File: config.mk
export PLATFORM = sky130hd
export DESIGN_NAME = apu_frame_sequencer
export DESIGN_NICKNAME = d
export VERILOG_FILES = /design/src/rtl/apu_frame_sequencer.sv
export SDC_FILE = /design/constraint.sdc
export NUM_CORES = 1
export LEC_CHECK = 0
export CORE_MARGIN = 3
export CORE_UTILIZATION = 61
export CTS_CLUSTER_SIZE = 20
export DETAILED_ROUTE_END_ITERATION = 16
export DONT_BUFFER_PORTS = 1
export GPL_ROUTABILITY_DRIVEN = 0
export MAX_ROUTING_LAYER = met4
export PLACE_DENSITY = 0.77
export SLEW_MARGIN = 0
export SYNTH_ARGS = -nofsm -noshare
export SYNTH_HDL_FRONTEND = slang
export SYNTH_SLANG_ARGS = --single-unit
File: constraint.sdc
create_clock -name clk -period 2.4 [get_ports clk]
set_input_delay 0.48 -clock clk [delete_from_list [all_inputs] [get_ports clk]]
set_output_delay 0.48 -clock clk [all_outputs]
set_load 0.02 [all_outputs]
File: src/rtl/apu_frame_sequencer.sv
// APU frame sequencer: counts APU-rate enables and issues quarter/half-frame
// strobes on a 4-step or 5-step schedule, plus the frame interrupt flag.
// Frame-counter register writes are staged and take effect on the next ce.
module apu_frame_sequencer #(
  parameter int STEP1 = 3728,
  parameter int STEP2 = 7456,
  parameter int STEP3 = 11185,
  parameter int STEP4 = 14914,
  parameter int STEP5 = 18640,
  parameter int CNTW  = 15
) (
  input  logic       clk,
  input  logic       reset,
  input  logic       ce,
  input  logic       cfg_wr,
  input  logic       cfg_mode5,
  input  logic       cfg_irq_inhibit,
  input  logic       irq_ack,
  output logic       quarter_frame,
  output logic       half_frame,
  output logic       frame_irq,
  output logic [2:0] step
);

  // State index is the index of the next event to fire.
  typedef enum logic [2:0] {S0 = 3'd0, S1 = 3'd1, S2 = 3'd2, S3 = 3'd3, S4 = 3'd4} state_t;

  state_t            step_reg, step_next;
  logic [CNTW-1:0]   cnt_reg, cnt_next;
  logic [CNTW-1:0]   target;
  logic              mode5_reg, mode5_next;
  logic              inhibit_reg, inhibit_next;
  logic              pending_reg, pending_next;
  logic              p_mode5_reg, p_mode5_next;
  logic              p_inhibit_reg, p_inhibit_next;
  logic              qf_reg, qf_next;
  logic              hf_reg, hf_next;
  logic              irq_reg, irq_next;
  logic              apply;
  logic              count_en;
  logic              match;
  logic              irq_set;

  // Event threshold for the step the FSM is waiting on.
  always_comb begin
    target = CNTW'(STEP5);
    case (step_reg)
      S0:      target = CNTW'(STEP1);
      S1:      target = CNTW'(STEP2);
      S2:      target = CNTW'(STEP3);
      S3:      target = CNTW'(STEP4);
      default: target = CNTW'(STEP5);
    endcase
  end

  // A write arriving on a ce cycle counts as pending already, so that ce
  // neither counts nor matches; the write is applied on the following ce.
  assign apply    = ce && pending_reg;
  assign count_en = ce && !pending_reg && !cfg_wr;
  assign match    = (cnt_reg == target);

  // Next-state: pending write staging, write apply, counting and step events.
  always_comb begin
    step_next      = step_reg;
    cnt_next       = cnt_reg;
    mode5_next     = mode5_reg;
    inhibit_next   = inhibit_reg;
    pending_next   = pending_reg;
    p_mode5_next   = p_mode5_reg;
    p_inhibit_next = p_inhibit_reg;
    qf_next        = 1'b0;
    hf_next        = 1'b0;
    irq_set        = 1'b0;

    if (cfg_wr) begin
      pending_next   = 1'b1;
      p_mode5_next   = cfg_mode5;
      p_inhibit_next = cfg_irq_inhibit;
    end else if (apply) begin
      pending_next = 1'b0;
    end

    if (apply) begin
      mode5_next   = p_mode5_reg;
      inhibit_next = p_inhibit_reg;
      cnt_next     = '0;
      step_next    = S0;
      // Entering 5-step mode clocks the units once immediately.
      qf_next      = p_mode5_reg;
      hf_next      = p_mode5_reg;
    end else if (count_en) begin
      cnt_next = cnt_reg + CNTW'(1);
      if (match) begin
        case (step_reg)
          S0: begin
            qf_next   = 1'b1;
            step_next = S1;
          end
          S1: begin
            qf_next   = 1'b1;
            hf_next   = 1'b1;
            step_next = S2;
          end
          S2: begin
            qf_next   = 1'b1;
            step_next = S3;
          end
          S3: begin
            if (mode5_reg) begin
              step_next = S4;
            end else begin
              qf_next   = 1'b1;
              hf_next   = 1'b1;
              irq_set   = !inhibit_reg;
              cnt_next  = '0;
              step_next = S0;
            end
          end
          default: begin
            qf_next   = 1'b1;
            hf_next   = 1'b1;
            cnt_next  = '0;
            step_next = S0;
          end
        endcase
      end
    end
  end

  // IRQ flag: inhibit-write clear beats set, set beats acknowledge.
  always_comb begin
    irq_next = irq_reg;
    if (cfg_wr && cfg_irq_inhibit) begin
      irq_next = 1'b0;
    end else if (irq_set) begin
      irq_next = 1'b1;
    end else if (irq_ack) begin
      irq_next = 1'b0;
    end
  end

  // State registers with synchronous reset.
  always_ff @(posedge clk) begin
    if (reset) begin
      step_reg      <= S0;
      cnt_reg       <= '0;
      mode5_reg     <= 1'b0;
      inhibit_reg   <= 1'b0;
      pending_reg   <= 1'b0;
      p_mode5_reg   <= 1'b0;
      p_inhibit_reg <= 1'b0;
      qf_reg        <= 1'b0;
      hf_reg        <= 1'b0;
      irq_reg       <= 1'b0;
    end else begin
      step_reg      <= step_next;
      cnt_reg       <= cnt_next;
      mode5_reg     <= mode5_next;
      inhibit_reg   <= inhibit_next;
      pending_reg   <= pending_next;
      p_mode5_reg   <= p_mode5_next;
      p_inhibit_reg <= p_inhibit_next;
      qf_reg        <= qf_next;
      hf_reg        <= hf_next;
      irq_reg       <= irq_next;
    end
  end

  assign quarter_frame = qf_reg;
  assign half_frame    = hf_reg;
  assign frame_irq     = irq_reg;
  assign step          = step_reg;

endmodule

==> results of run 1 <==
==> synthesized netlist by cell type, drive strengths merged (2+ instances only) <==
master  number
a21oi        6
and2         2
and3         2
buf          3
clkbuf      10
dfxtp       26
inv          3
mux2i        4
nand2       17
nand2b       2
nand3       10
nand3b       2
nand4        6
nor2        16
nor2b        2
nor3        14
nor3b        2
nor4         6
nor4b        2
nor4bb       3
o21ai        5
or3          3
or3b         2
xnor2        9
xor2         4
==> layout make-up <==
cell class | instances | area (um^2) | area share [%]
clock buffers | 3 | 22.52 | 1.478
clock inverters | 1 | 30.03 | 1.970
inverters | 3 | 11.26 | 0.7389
multi-input cells | 136 | 853.3 | 55.99
flip-flops and latches | 26 | 520.5 | 34.15
well taps | 27 | 33.78 | 2.217
repair buffers | 7 | 52.55 | 3.448
==> cells by family after synthesis <==
| family | after synthesis | share of synthesized area (%) |
|---|---|---|
| simple gates | 96 | 37.27 |
| flops | 26 | 36.14 |
| compound gates | 22 | 10.43 |
| buf+inv | 16 | 4.605 |
| xor+xnor | 13 | 7.906 |
| mux | 4 | 2.780 |
| fa+ha+maj | 1 | 0.8687 |
==> per-layer routing <==
layer / wire [um] / GRT usage, % / vias up
met1: 1369 / 32.44 / 596
met4: 12 / 3.734 / 0
met3: 248 / 5.722 / 2
met2: 1589 / 41.73 / 53
li1: - / - / 637
met5: 0 / - / -
==> power by group <==
group | switching (uW) | internal [uW] | leakage, uW
logic | 16.3 | 8.92 | 0.000275
registers | 7.02 | 437 | 0.000210
clock network | 130 | 169 | 0.0000279
==> final timing paths <==
kind,from,end,cells past startpoint
worst max register to register,cnt_reg[9],half_frame,5
worst min-delay path,reset,inhibit_reg,1
worst max-delay path,cnt_reg[9],half_frame,5
worst min register to register,inhibit_reg,inhibit_reg,2
==> per-stage QoR <==
stage	utilization (%)	area, um^2	total power, uW	instances
4_1_cts	72.50	1524	773.6	203
3_5_place_dp	70.00	1471	478.5	199
5_1_grt	72.50	1524	803.2	203
6_report	72.50	1524	768.6	203
2_1_floorplan	-	1440	476.1	178
3_3_place_gp	70.00	1471	477.2	199
==> metrics.txt, run 1 <==
outcome finished, final reports clean; Synth Instances around 180; Area growth syn-to-layout 5.821%; Worst Path Buf+Inv 0; RSZ-0062 raised after global routing no; cell row count 16; Worst-Skew Late Latency ~330 ps; number of flops mapped to enable cells by yosys 0; leading cell types in the layout, fill and taps excluded dfxtp_1, nand2_1, nor2_1; # DRC 0; reg2reg setup slack between 90 and 100 ps; vias in the first global route 1,169; drt wl/cell roughly 16 um; ys flop type dfxtp_1; Yosys reg bits 26; remaining global-route overflow 0; maxcap violations 0; Fin Hold WS around 190 ps; CTS tree built; Yosys top cell by area dfxtp_1; Power per Cell Area ~500 nW/um^2; WP data required about 2700 ps; Pleak between 0.0005 and 0.0006 uW; normalized max-slew margin between 50 and 60%; first-pass GRT wire length between 5000 and 6000 um; cells resized by post-CTS repair 0; CP top delay family simple AND/OR/NAND/NOR gates; clk buf depth 2; via/cell ratio between 6 and 7; Sum Neg Setup Slack 0 ps; H-tree Lvls 1; post-route ant nets 0; post-CTS setup buffers 0; fmax 0.4341 GHz; CORE AREA approximately 2100 um^2; synthesized area 1440 um^2; Final Routed Wirelength 3219 um; initial antenna violation count 0; layout cells sized above 1 around a tenth; ANT cells 0; I/O pin total 13; sequential fraction of the synthesis area between 30% and 40%; worst setup margin between 90 and 100 ps; CP endpoint kind flop; Iter 0 DRT Violations 47; Die W ~55 um; ranking of synthesized cells by area dfxtp_1, xnor2_1, nor3_1; HP Class input port to flop; Syn Nets 186; initial core utilization slightly below 70%; clock net sink count 26; Crit Path Class flop to flop; Critical Path AT 2550 ps; # setup viols final 0; Initial DRT Pass Iterations 4; Tot GR Track Use roughly 25%; CP peak stage delay 510 ps; Slew Viols, Final 0; via count about 1.3k; Root Buffer clkbuf_4; overall die height roughly 55 um; Port Buf Inserts 0; worst vdd rail ir drop approximately 0.48 mV; DPL Wire Length 2363 um; Synth Area per Inst around 8.1 um^2; cts hold-fix bufs 0; Setup Skew around 13 ps; maximum fanout along the worst path 9; Setup crit start kind flop; CTS clk-pin slew, worst paths ~150 ps; Post-Place Worst Slack approximately 130 ps; top-area cell type share of the netlist area a little over a third; final-report hold violation count 0; max reg flops 15; die area between 2000 and 3000 um^2; Least-Margin Pin Slew around 720 ps; CTS Buf Count 3; largest net degree at the start of global routing 16; Async SR Flop Fraction 0%; Nets around 190; synth unique cells between 40 and 50; fillers between 150 and 200; Slowest cell on crit path dfxtp_1; commonest non-fill, non-tap cell in the layout dfxtp_1; YS warnings 0; Final Critical Period around 2300 ps; post-route clock period utilization ~96%; worst path cell trace or4b_1 -> a41o_1 -> a22o_1 -> or3_1 -> o41ai_2
Power figures use the tool's default switching activity.
==> run 2: changes to the inputs <==
CORE_ASPECT_RATIO = 0.5   (was default)
CORE_UTILIZATION = 35   (was 61)
PLACE_DENSITY = 0.49   (was 0.77)
==> metrics.txt, run 2 (same netlist as run 1, synthesis figures left out) <==
outcome finished, final reports clean; normalized max-slew margin 51.37% (-0.42 points); Iter 0 DRT Violations 41 (-13%); CTS clk-pin slew, worst paths 100 ps (-50 ps); worst path cell trace or4b_1 -> a41o_1 -> a22o_1 -> or3_1 -> o41ai_2; Hold Path Origin reset; cell total after placement 225 (+13%); worst vdd rail ir drop 0.2140 mV (-56%); post-route clock period utilization 92.68% (-3.3 points); largest net degree at the start of global routing 16 (unchanged); HP Class input port to flop; max reg flops 15 (unchanged); post-CTS setup buffers 0 (unchanged); commonest non-fill, non-tap cell in the layout dfxtp_1; Setup crit start step[0]; fmax 0.4496 GHz (+3.6%); die area 4967 um^2 (+67%); Sum Neg Setup Slack 0 ps (unchanged); Setup Skew 6.103 ps (-7.204 ps); Pleak 0.0005310 uW (+3.4%); Nets 187 (+1.1%); maximum fanout along the worst path 9 (unchanged); CTS Buf Count 3 (unchanged); Crit Reg-Reg Startpoint step[0]; Tot GR Track Use 14.05% (-11 points); via count 1,243 (-3.5%); Crit Path Class flop to flop; Power per Cell Area 526.9 nW/um^2 (+4.5%); Least-Margin Pin Slew 729.5 ps (+6.276 ps); hold path depth 1 (unchanged); Final Critical Period 2224 ps (-79.03 ps); clock net sink count 26 (unchanged); maxcap violations 0 (unchanged); final-report hold violation count 0 (unchanged); # DRC 0 (unchanged); overall die height 51.36 um (-5.9%); Finished Layout Cells 229 (+13%); via/cell ratio 5.428 (-14%); leading cell types in the layout, fill and taps excluded dfxtp_1, nand2_1, nor2_1; CP endpoint kind flop; clk buf depth 2 (unchanged); Port Buf Inserts 0 (unchanged); CP peak stage delay 550 ps (+40 ps); remaining global-route overflow 0 (unchanged); initial core utilization 39.15% (-29 points); Slew Viols, Final 0 (unchanged); Multi-input gate area 853.3 um^2 (unchanged); DPL Wire Length 2443 um (+3.4%); Worst-Skew Late Latency 270 ps (-60 ps); Root Buffer clkbuf_8; drt wl/cell 14.27 um (-10%); register area 520.5 um^2 (unchanged); layout cells sized above 1 10.67% (+1.0 points); cts hold-fix bufs 0 (unchanged); fillers 389 (+130%); initial antenna violation count 0 (unchanged); Critical Path AT 2410 ps (-140 ps); reg2reg setup slack 180 ps (+80 ps); RSZ-0062 raised after global routing no; CTS tree built; CORE AREA 3679 um^2 (+75%); Pwr Total 836.6 uW (+8.9%); Die W 96.72 um (+77%); cell row count 15 (-1); Area growth syn-to-layout 10.25%; Final Routed Wirelength 3268 um (+1.5%); H-tree Lvls 1 (unchanged); vias in the first global route 1,140 (-2.5%); Initial DRT Pass Iterations 4 (unchanged); fin util 43.16% (-29 points); WP data required 2590 ps (-60 ps); Reg2Reg Capture Point half_frame; post-route ant nets 0 (unchanged); ANT cells 0 (unchanged); hold path endpoint inhibit_reg; cells resized by post-CTS repair 0 (unchanged); first-pass GRT wire length 5520 um (+3.4%); I/O pin total 13 (unchanged); Slowest cell on crit path or4b_1; Reg2Reg Depth 5 (unchanged); Setup crit start kind flop; # setup viols final 0 (unchanged)
[run 2: layout make-up]
cell class	count	area share [%]
multi-input combinational	136	53.74
sequential	26	32.78
timing repair buffer	9	4.255
tap	51	4.019
clock buffer	3	2.600
clock inverter	1	1.891
inverter	3	0.7092
[run 2: how the worst max path moves through the flow]
stage                       endpoint  slack [ps]  cells after the start
after global placement    half_frame         240                      5
after detailed placement  half_frame         200                      5
after floorplan           half_frame         220                      6
after CTS                 half_frame         170                      5
final                     half_frame         180                      5
after global routing      cnt_reg[4]          60                      6
[run 2: worst max-delay path, delay by kind of cell (launching register included)]
| family | cells | cell delay (ps) |
|---|---|---|
| compound gates | 3 | 710 |
| simple gates | 2 | 1050 |
| flops | 1 | 390 |
[run 2: layer usage]
metal / track usage, % / vias up / part of all wire, %
met2: 20.89 / 15 / 40
met5: - / - / 0
met3: 3.951 / 2 / 3.8
met4: 2.098 / 0 / 0.31
li1: - / 640 / -
met1: 19.37 / 586 / 56
[run 2: metrics by stage]
step	area, um^2	setup slack, ps	hold WS, ps
after global routing	1588	62.21	245.0
after floorplan	1440	220.2	436.7
after detailed placement	1516	196.0	444.2
after CTS	1588	168.1	253.6
final	1588	175.7	258.3
after global placement	1516	244.9	443.4
[run 2: where the power goes]
| group | internal [uW] | switching, uW | leakage (uW) |
|---|---|---|---|
| Sequential | 436 | 6.81 | 0.000210 |
| Combinational | 8.90 | 16.5 | 0.000285 |
| Clock | 223 | 145 | 0.0000357 |
| Total | 669 | 168 | 0.000531 |
